[src/rtl/spi_ram_ctrl.sv]
// SPI frame decoder and round-robin arbiter sharing one synchronous RAM port with a host requester.
// Latency: SPI op reaches the RAM 2 cycles after its frame; reads return RD_LATENCY+1 cycles after the access. Backpressure: host holds its request until host_gnt, and a busy SPI path drops new frames and flags cmd_err.
module spi_ram_ctrl #(
  parameter int ADDR_WIDTH = 8,
  parameter int RD_LATENCY = 1
) (
  input  logic                  clk,
  input  logic                  rst,
  input  logic                  rx_valid,
  input  logic [9:0]            rx_data,
  output logic                  tx_valid,
  output logic [7:0]            tx_data,
  input  logic                  host_req,
  input  logic                  host_we,
  input  logic [ADDR_WIDTH-1:0] host_addr,
  input  logic [7:0]            host_wdata,
  output logic                  host_gnt,
  output logic                  host_rvalid,
  output logic [7:0]            host_rdata,
  output logic                  ram_en,
  output logic                  ram_we,
  output logic [ADDR_WIDTH-1:0] ram_addr,
  output logic [7:0]            ram_din,
  input  logic [7:0]            ram_dout,
  output logic                  cmd_err
);

  typedef enum logic [1:0] {
    S_IDLE   = 2'd0,
    S_ACCESS = 2'd1,
    S_WAIT   = 2'd2
  } state_t;

  localparam logic [1:0] CMD_WADDR = 2'b00;
  localparam logic [1:0] CMD_WRITE = 2'b01;
  localparam logic [1:0] CMD_RADDR = 2'b10;
  localparam logic [1:0] CMD_READ  = 2'b11;
  localparam logic       WCNT_LAST = 1'(RD_LATENCY - 1);

  state_t                state_q, state_d;
  logic                  wcnt_q, wcnt_d;
  logic [ADDR_WIDTH-1:0] wr_addr_q, wr_addr_d;
  logic [ADDR_WIDTH-1:0] rd_addr_q, rd_addr_d;
  logic                  rd_addr_ok_q, rd_addr_ok_d;
  logic                  spi_pend_q, spi_pend_d;
  logic                  spi_we_q, spi_we_d;
  logic [ADDR_WIDTH-1:0] spi_addr_q, spi_addr_d;
  logic [7:0]            spi_wdata_q, spi_wdata_d;
  logic                  last_host_q, last_host_d;
  logic                  own_spi_q, own_spi_d;
  logic                  ram_en_q, ram_en_d;
  logic                  ram_we_q, ram_we_d;
  logic [ADDR_WIDTH-1:0] ram_addr_q, ram_addr_d;
  logic [7:0]            ram_din_q, ram_din_d;
  logic                  host_gnt_q, host_gnt_d;
  logic                  host_rvalid_q, host_rvalid_d;
  logic [7:0]            host_rdata_q, host_rdata_d;
  logic                  tx_valid_q, tx_valid_d;
  logic [7:0]            tx_data_q, tx_data_d;
  logic                  cmd_err_q, cmd_err_d;

  logic [1:0] cmd;
  logic [7:0] payload;
  logic       spi_busy;
  logic       pick_spi;

  assign cmd     = rx_data[9:8];
  assign payload = rx_data[7:0];

  always_comb begin
    state_d       = state_q;
    wcnt_d        = wcnt_q;
    wr_addr_d     = wr_addr_q;
    rd_addr_d     = rd_addr_q;
    rd_addr_ok_d  = rd_addr_ok_q;
    spi_pend_d    = spi_pend_q;
    spi_we_d      = spi_we_q;
    spi_addr_d    = spi_addr_q;
    spi_wdata_d   = spi_wdata_q;
    last_host_d   = last_host_q;
    own_spi_d     = own_spi_q;
    ram_en_d      = 1'b0;
    ram_we_d      = ram_we_q;
    ram_addr_d    = ram_addr_q;
    ram_din_d     = ram_din_q;
    host_gnt_d    = 1'b0;
    host_rvalid_d = 1'b0;
    host_rdata_d  = host_rdata_q;
    tx_valid_d    = tx_valid_q;
    tx_data_d     = tx_data_q;
    cmd_err_d     = 1'b0;
    pick_spi      = 1'b0;
    spi_busy      = spi_pend_q || ((state_q != S_IDLE) && own_spi_q);

    // Frame decode runs first so a same-cycle read capture below still sets tx_valid.
    if (rx_valid) begin
      tx_valid_d = 1'b0;
      case (cmd)
        CMD_WADDR: wr_addr_d = payload[ADDR_WIDTH-1:0];
        CMD_WRITE: begin
          if (spi_busy) begin
            cmd_err_d = 1'b1;
          end else begin
            spi_pend_d  = 1'b1;
            spi_we_d    = 1'b1;
            spi_addr_d  = wr_addr_q;
            spi_wdata_d = payload;
          end
        end
        CMD_RADDR: begin
          rd_addr_d    = payload[ADDR_WIDTH-1:0];
          rd_addr_ok_d = 1'b1;
        end
        default: begin
          if (spi_busy || !rd_addr_ok_q) begin
            cmd_err_d = 1'b1;
          end else begin
            spi_pend_d = 1'b1;
            spi_we_d   = 1'b0;
            spi_addr_d = rd_addr_q;
          end
        end
      endcase
    end

    case (state_q)
      S_IDLE: begin
        pick_spi = spi_pend_q && (!host_req || last_host_q);
        if (spi_pend_q || host_req) begin
          state_d   = S_ACCESS;
          ram_en_d  = 1'b1;
          own_spi_d = pick_spi;
          // Round-robin pointer only moves when both sides contend.
          if (spi_pend_q && host_req) begin
            last_host_d = !pick_spi;
          end
          if (pick_spi) begin
            ram_we_d   = spi_we_q;
            ram_addr_d = spi_addr_q;
            ram_din_d  = spi_wdata_q;
          end else begin
            ram_we_d   = host_we;
            ram_addr_d = host_addr;
            ram_din_d  = host_wdata;
            host_gnt_d = 1'b1;
          end
        end
      end
      S_ACCESS: begin
        if (own_spi_q) begin
          spi_pend_d = 1'b0;
        end
        if (ram_we_q) begin
          state_d = S_IDLE;
        end else begin
          state_d = S_WAIT;
          wcnt_d  = 1'b0;
        end
      end
      S_WAIT: begin
        if (wcnt_q == WCNT_LAST) begin
          state_d = S_IDLE;
          if (own_spi_q) begin
            tx_valid_d = 1'b1;
            tx_data_d  = ram_dout;
          end else begin
            host_rvalid_d = 1'b1;
            host_rdata_d  = ram_dout;
          end
        end else begin
          wcnt_d = wcnt_q + 1'b1;
        end
      end
      default: state_d = S_IDLE;
    endcase
  end

  always_ff @(posedge clk or posedge rst) begin
    if (rst) begin
      state_q       <= S_IDLE;
      wcnt_q        <= 1'b0;
      wr_addr_q     <= '0;
      rd_addr_q     <= '0;
      rd_addr_ok_q  <= 1'b0;
      spi_pend_q    <= 1'b0;
      spi_we_q      <= 1'b0;
      spi_addr_q    <= '0;
      spi_wdata_q   <= 8'h00;
      last_host_q   <= 1'b1;
      own_spi_q     <= 1'b0;
      ram_en_q      <= 1'b0;
      ram_we_q      <= 1'b0;
      ram_addr_q    <= '0;
      ram_din_q     <= 8'h00;
      host_gnt_q    <= 1'b0;
      host_rvalid_q <= 1'b0;
      host_rdata_q  <= 8'h00;
      tx_valid_q    <= 1'b0;
      tx_data_q     <= 8'h00;
      cmd_err_q     <= 1'b0;
    end else begin
      state_q       <= state_d;
      wcnt_q        <= wcnt_d;
      wr_addr_q     <= wr_addr_d;
      rd_addr_q     <= rd_addr_d;
      rd_addr_ok_q  <= rd_addr_ok_d;
      spi_pend_q    <= spi_pend_d;
      spi_we_q      <= spi_we_d;
      spi_addr_q    <= spi_addr_d;
      spi_wdata_q   <= spi_wdata_d;
      last_host_q   <= last_host_d;
      own_spi_q     <= own_spi_d;
      ram_en_q      <= ram_en_d;
      ram_we_q      <= ram_we_d;
      ram_addr_q    <= ram_addr_d;
      ram_din_q     <= ram_din_d;
      host_gnt_q    <= host_gnt_d;
      host_rvalid_q <= host_rvalid_d;
      host_rdata_q  <= host_rdata_d;
      tx_valid_q    <= tx_valid_d;
      tx_data_q     <= tx_data_d;
      cmd_err_q     <= cmd_err_d;
    end
  end

  assign tx_valid    = tx_valid_q;
  assign tx_data     = tx_data_q;
  assign host_gnt    = host_gnt_q;
  assign host_rvalid = host_rvalid_q;
  assign host_rdata  = host_rdata_q;
  assign ram_en      = ram_en_q;
  assign ram_we      = ram_we_q;
  assign ram_addr    = ram_addr_q;
  assign ram_din     = ram_din_q;
  assign cmd_err     = cmd_err_q;

endmodule

[config.mk]
export PLATFORM = sky130hd
export DESIGN_NAME = spi_ram_ctrl
export DESIGN_NICKNAME = d
export VERILOG_FILES = /design/src/rtl/spi_ram_ctrl.sv
export SDC_FILE = /design/constraint.sdc
export NUM_CORES = 1
export LEC_CHECK = 0
export CAP_MARGIN = 20
export CORE_ASPECT_RATIO = 0.6
export CORE_MARGIN = 2
export CORE_UTILIZATION = 40
export CTS_CLUSTER_DIAMETER = 200
export DETAILED_ROUTE_END_ITERATION = 10
export PLACE_DENSITY = 0.77
export SKIP_CTS_REPAIR_TIMING = 1
export SYNTH_ARGS = -nofsm -noshare
export SYNTH_HDL_FRONTEND = slang
export SYNTH_SLANG_ARGS = --single-unit
export TNS_END_PERCENT = 100
[constraint.sdc]
create_clock -name clk -period 2.65 [get_ports clk]
set_input_delay 0.3975 -clock clk [delete_from_list [all_inputs] [get_ports clk]]
set_output_delay 0.3975 -clock clk [all_outputs]
set_load 0.1 [all_outputs]
**Word level (Yosys, flattened, before mapping)**

Index checks and enable logic that the tools add are counted.

- Word-level logic and storage cells: 98
- Input port bits: 39
- Output and inout port bits: 38
- Register bits: 78

- Muxes and demuxes: 38
- Equality and inequality tests: 9
- Reduce and logical (&&, ||, !) cells: 25
- Add/sub/neg operators: 1
- Bitwise gates (word level): 4

Operators by type and width:

| cell | count |
|---|---|
| $mux 8 | 4 |
| $mux 1 | 25 |
| $pmux 8 s2 | 1 |
| $reduce_and 3->1 | 4 |
| $reduce_and 2->1 | 5 |
| $ne 2x2->1 const B | 4 |
| $pmux 1 s2 | 4 |
| $mux 2 | 3 |
| $pmux 2 s3 | 1 |
| $eq 2x1->1 const B | 2 |
| $eq 2x2->1 const B | 2 |
| $logic_not 2->1 | 2 |
| $logic_or 1x1->1 | 4 |
| $not 1->1 | 4 |
| $reduce_and 4->1 | 1 |
| $reduce_bool 2->1 | 2 |
| $logic_and 1x1->1 | 3 |
| $logic_not 1->1 | 3 |
| $ne 2x1->1 const B | 1 |
| $reduce_or 2->1 | 1 |
| $add 1x1->1 const B | 1 |

**Logic depth before layout (Yosys ltp)**

- Word-level depth: 9
- Gate-level depth with buffers: 6
- Gate-level depth less buffers: 3

**Least setup slack after synthesis**

Ideal clock, no wire load.

- Kind: reg2reg
- Start: reg state_q[1]
- End: reg spi_wdata_q[0]
- Period minus slack after synthesis: 1,540 ps
- Data required time: 2,525 ps
- Arrival: 1,415 ps
- Stages on the path, launching flop included: 5
- Path buffers: 1
- Setup time: 125 ps
- Slack: 1,110 ps
- Cells stage by stage: dfrtp_1 -> buf_2 -> o21a_4 -> nor3_4 -> mux2_2

- Cells in the longest elaborated chain, start to end: 5

Ends and longest elaborated chain:

| item | RTL line | source |
|---|---|---|
| start, declared | 40 | `state_t state_q, state_d;` |
| start signal, assigned | 202 | `state_q <= state_d;` |
| $reduce_bool 2->1 | 93 | `spi_busy = spi_pend_q \|\| ((state_q != S_IDLE) && own_spi_q);` |
| $logic_and 1x1->1 | 93 |  |
| $logic_or 1x1->1 | 93 |  |
| $not 1->1 (no source line) | -- |  |
| $reduce_and 3->1 (no source line) | -- |  |
| end signal, assigned | 210 | `spi_wdata_q <= spi_wdata_d;` |
| end, declared | 48 | `logic [7:0] spi_wdata_q, spi_wdata_d;` |

No other way between the ends.
A chain may end at the register's enable or synchronous reset.

**Final worst setup path**

- Start: in rx_data[9]
- End: reg spi_addr_q[7]

- Cells in the longest elaborated chain, start to end: 4
- Elaborated cells on any way between the ends: 9
- Classes of those cells: eq/ne (4); mux (1); bitwise (1); reduce/logical (3)

Ends and longest elaborated chain:

| item | RTL line | source |
|---|---|---|
| start, declared | 10 | `input logic [9:0] rx_data,` |
| $eq 2x2->1 / $logic_not 2->1 (equally long branches) | 98 | `case (cmd)` |
| $reduce_or 2->1 (no source line) | -- |  |
| $not 1->1 (no source line) | -- |  |
| $reduce_and 4->1 (no source line) | -- |  |
| end signal, assigned | 209 | `spi_addr_q <= spi_addr_d;` |
| end, declared | 47 | `logic [ADDR_WIDTH-1:0] spi_addr_q, spi_addr_d;` |

Parallel ways exist; a longest one is shown, timed or not.

==> impl_metrics.toml <==
[final_layout]
drive_above_1_share_pct = 34.7
fill_cells = 641
multi_input_area_um2 = 1180
final_cell_mix = "dfrtp_1 (76), buf_4 (44), mux2_2 (40)"
area_delta_synth_final_pct = 35.2
layout_commonest_cell = "dfrtp_1"
seq_area_um2 = 1930
insertedDiodeCount = 0
fin_cells = 419
nNetsFinal = 345

[floorplan]
initial_utilization_pct = 40.9
std_cell_rows = 25
die-area_um2 = 8720
ios = 77
die_w_um = 119
coreArea_um2 = 7790
die_h_um = 73.1

[sta]
setup_viol = 0
clock_skew_ns = 0.00680
worst_pin_slew_ns = 0.580
fin_setup_tns_ns = 0
setup_ws_ns = 0.754
fin_hold_ws_ns = 0.390
max_freq_mhz = 527
rsz0062_at_grt = "false"
fin_crit_sh_pct = 71.5
max_slew_margin_pct = 61.4
layout_min_cycle_time_ns = 1.90
slew_violations = 0
hold_viol = 0

[clock_network]
clock-sinks = 77
cts_made_buffers = 9
cts_tree = "built"
h-tree-depth = 3
path_clk_slew_ns = 0.05
clkLatencyLatePin_ns = 0.32
max-clock-path-buffers = 2
cts_root_buffer = "clkbuf_16"

[logic_synthesis]
synthArstFlopShare_pct = 100
seq_area_frac_synth_pct = 60.5
synth-edff-count = 0
syn-mean-instance-area_um2 = 14.4
yosys.area.top_type = "dfrtp_1"
syn_inst = 221
synth_area_um2 = 3190
syn-num-nets = 260
synth.distinct_cells = 31
synthFlopType = "dfrtp_1"
synthDominantCellAreaShare_pct = 59.7
ys_seq_elements = 77
yosys_warnings = 0
synth_area_leaders = "dfrtp_1 (60%), mux2_2 (14%), a221o_1 (5.3%)"

[run_status]
status = "complete, no violations"

[routing]
drt_iter0_drc = 269
wl_per_cell_um = 17.5
dr.pass1.iters = 5
drc_errors = 0
vias_per_cell = 5.15
drtAntennaViolNets = 0
num_vias = 2157
wl_mm = 7.32

[placement]
io_buffers = 76
place_congestion = 0.785
dp.cells = 403
hpwl_mm = 5.15
pre_cts_slack_ns = 0.450

[flow_run]
maxCapViolations = 0

[worst_setup_path]
crit_path_start_kind = "input port"
crit_path_max_fanout = 9
path_delay_family = "compound AO/OA/AOI/OAI gates"
ff2ff_path_depth = 3
slowest_delay_ns = 0.53
crit_slowest_cell = "clkdlybuf4s50_1"
critical_path.cell_chain = "clkdlybuf4s50_1 > nand2b_1 > a211oi_4 > a2bb2oi_1"
required_ns = 2.89
critPathArrivalTime_ns = 2.14
endpoint_kind = "register"
worst-path-buf-inv = 1
crit_type = "in -> reg"
cp.depth = 4

[global_routing]
first_global_vias = 2191
grt_max_degree = 60
grt_pass1_wl_mm = 11.9
grtUsageTotal_pct = 18.0
grt_overflow = 0
antenna_found_initial = 0

[hold_path]
min-delay-path-class = "in -> async"
[sequential cells by signal, indices dropped and copies added (netlist names)]
name and cells:
spi_we_q 1, spi_wdata_q 8, last_host_q 1, ram_din 8, host_gnt 1, host_rvalid 1, host_rdata 8, spi_pend_q 1
cmd_err 1, tx_valid 1, rd_addr_ok_q 1, ram_we 1, wr_addr_q 8, ram_en 1, rd_addr_q 8, state_q 2
spi_addr_q 8, tx_data 8, ram_addr 8, own_spi_q 1
[per-stage QoR]
step	instance area (um^2)	utilization, %
after floorplan	3190	-
after global placement	4000	51.4
after detailed placement	4000	51.4
after CTS	4310	55.3
after global routing	4310	55.3
final	4310	55.3
[worst register-to-register path, delay by kind of cell (launching register included)]
family	cells	cell delay, ns
flops	1	0.46
mux	1	0.40
simple gates	2	0.78
[cell type report]
| cell class | count | share of cell area (%) |
|---|---|---|
| sequential | 77 | 44.8 |
| tap | 108 | 3.14 |
| multi-input combinational | 127 | 27.4 |
| clock buffer | 13 | 6.04 |
| inverter | 8 | 0.697 |
| clock inverter | 3 | 1.02 |
| timing repair buffer | 83 | 17.0 |
[worst paths after layout]
path | start | to | slack [ns]
max in group asynchronous | rst | last_host_q | 1.61
min in group clk | ram_we | state_q[1] | 0.48
setup reg to reg | spi_pend_q | spi_wdata_q[1] | 0.90
hold reg to reg | ram_we | state_q[1] | 0.48
hold / removal | rst | host_rdata[5] | 0.39
setup / recovery | rx_data[9] | spi_addr_q[7] | 0.75
[kinds of logic (layout without fill, tap and decap cells)]
| group | Yosys count | after routing | share of synthesized area [%] |
|---|---|---|---|
| compound gates | 37 | 37 | 11.4 |
| xor+xnor | 1 | 1 | 0.275 |
| buf+inv | 17 | 107 | 2.47 |
| flops | 77 | 77 | 60.5 |
| mux | 48 | 48 | 16.7 |
| simple gates | 41 | 41 | 8.72 |
[metal layers]
| metal | vias to the layer above | track usage [%] | wire length, um | share of wire (%) |
|---|---|---|---|---|
| li1 | 996 | - | - | - |
| met1 | 1088 | 25.7 | 3560 | 49 |
| met2 | 69 | 26.6 | 3210 | 44 |
| met3 | 4 | 6.17 | 524 | 7.2 |
| met4 | 0 | 4.63 | 27 | 0.37 |
| met5 | - | 0 | 0 | 0 |
[Yosys cell counts, types with 2 or more instances]
cell and instances:
a221o_1 17, o21ai_0 2, and3_1 18, buf_2 6, dfrtp_1 76, nor2_1 2
mux2i_1 8, clkbuf_1 2, a31oi_1 2, nand2b_1 11, nand2_1 2, a2bb2oi_1 8
mux2_2 40, nand3b_1 3, inv_1 7, nor3_4 2
Power is not shown: default switching activity piles up to over one toggle a cycle in this logic, so the estimate is an artifact.
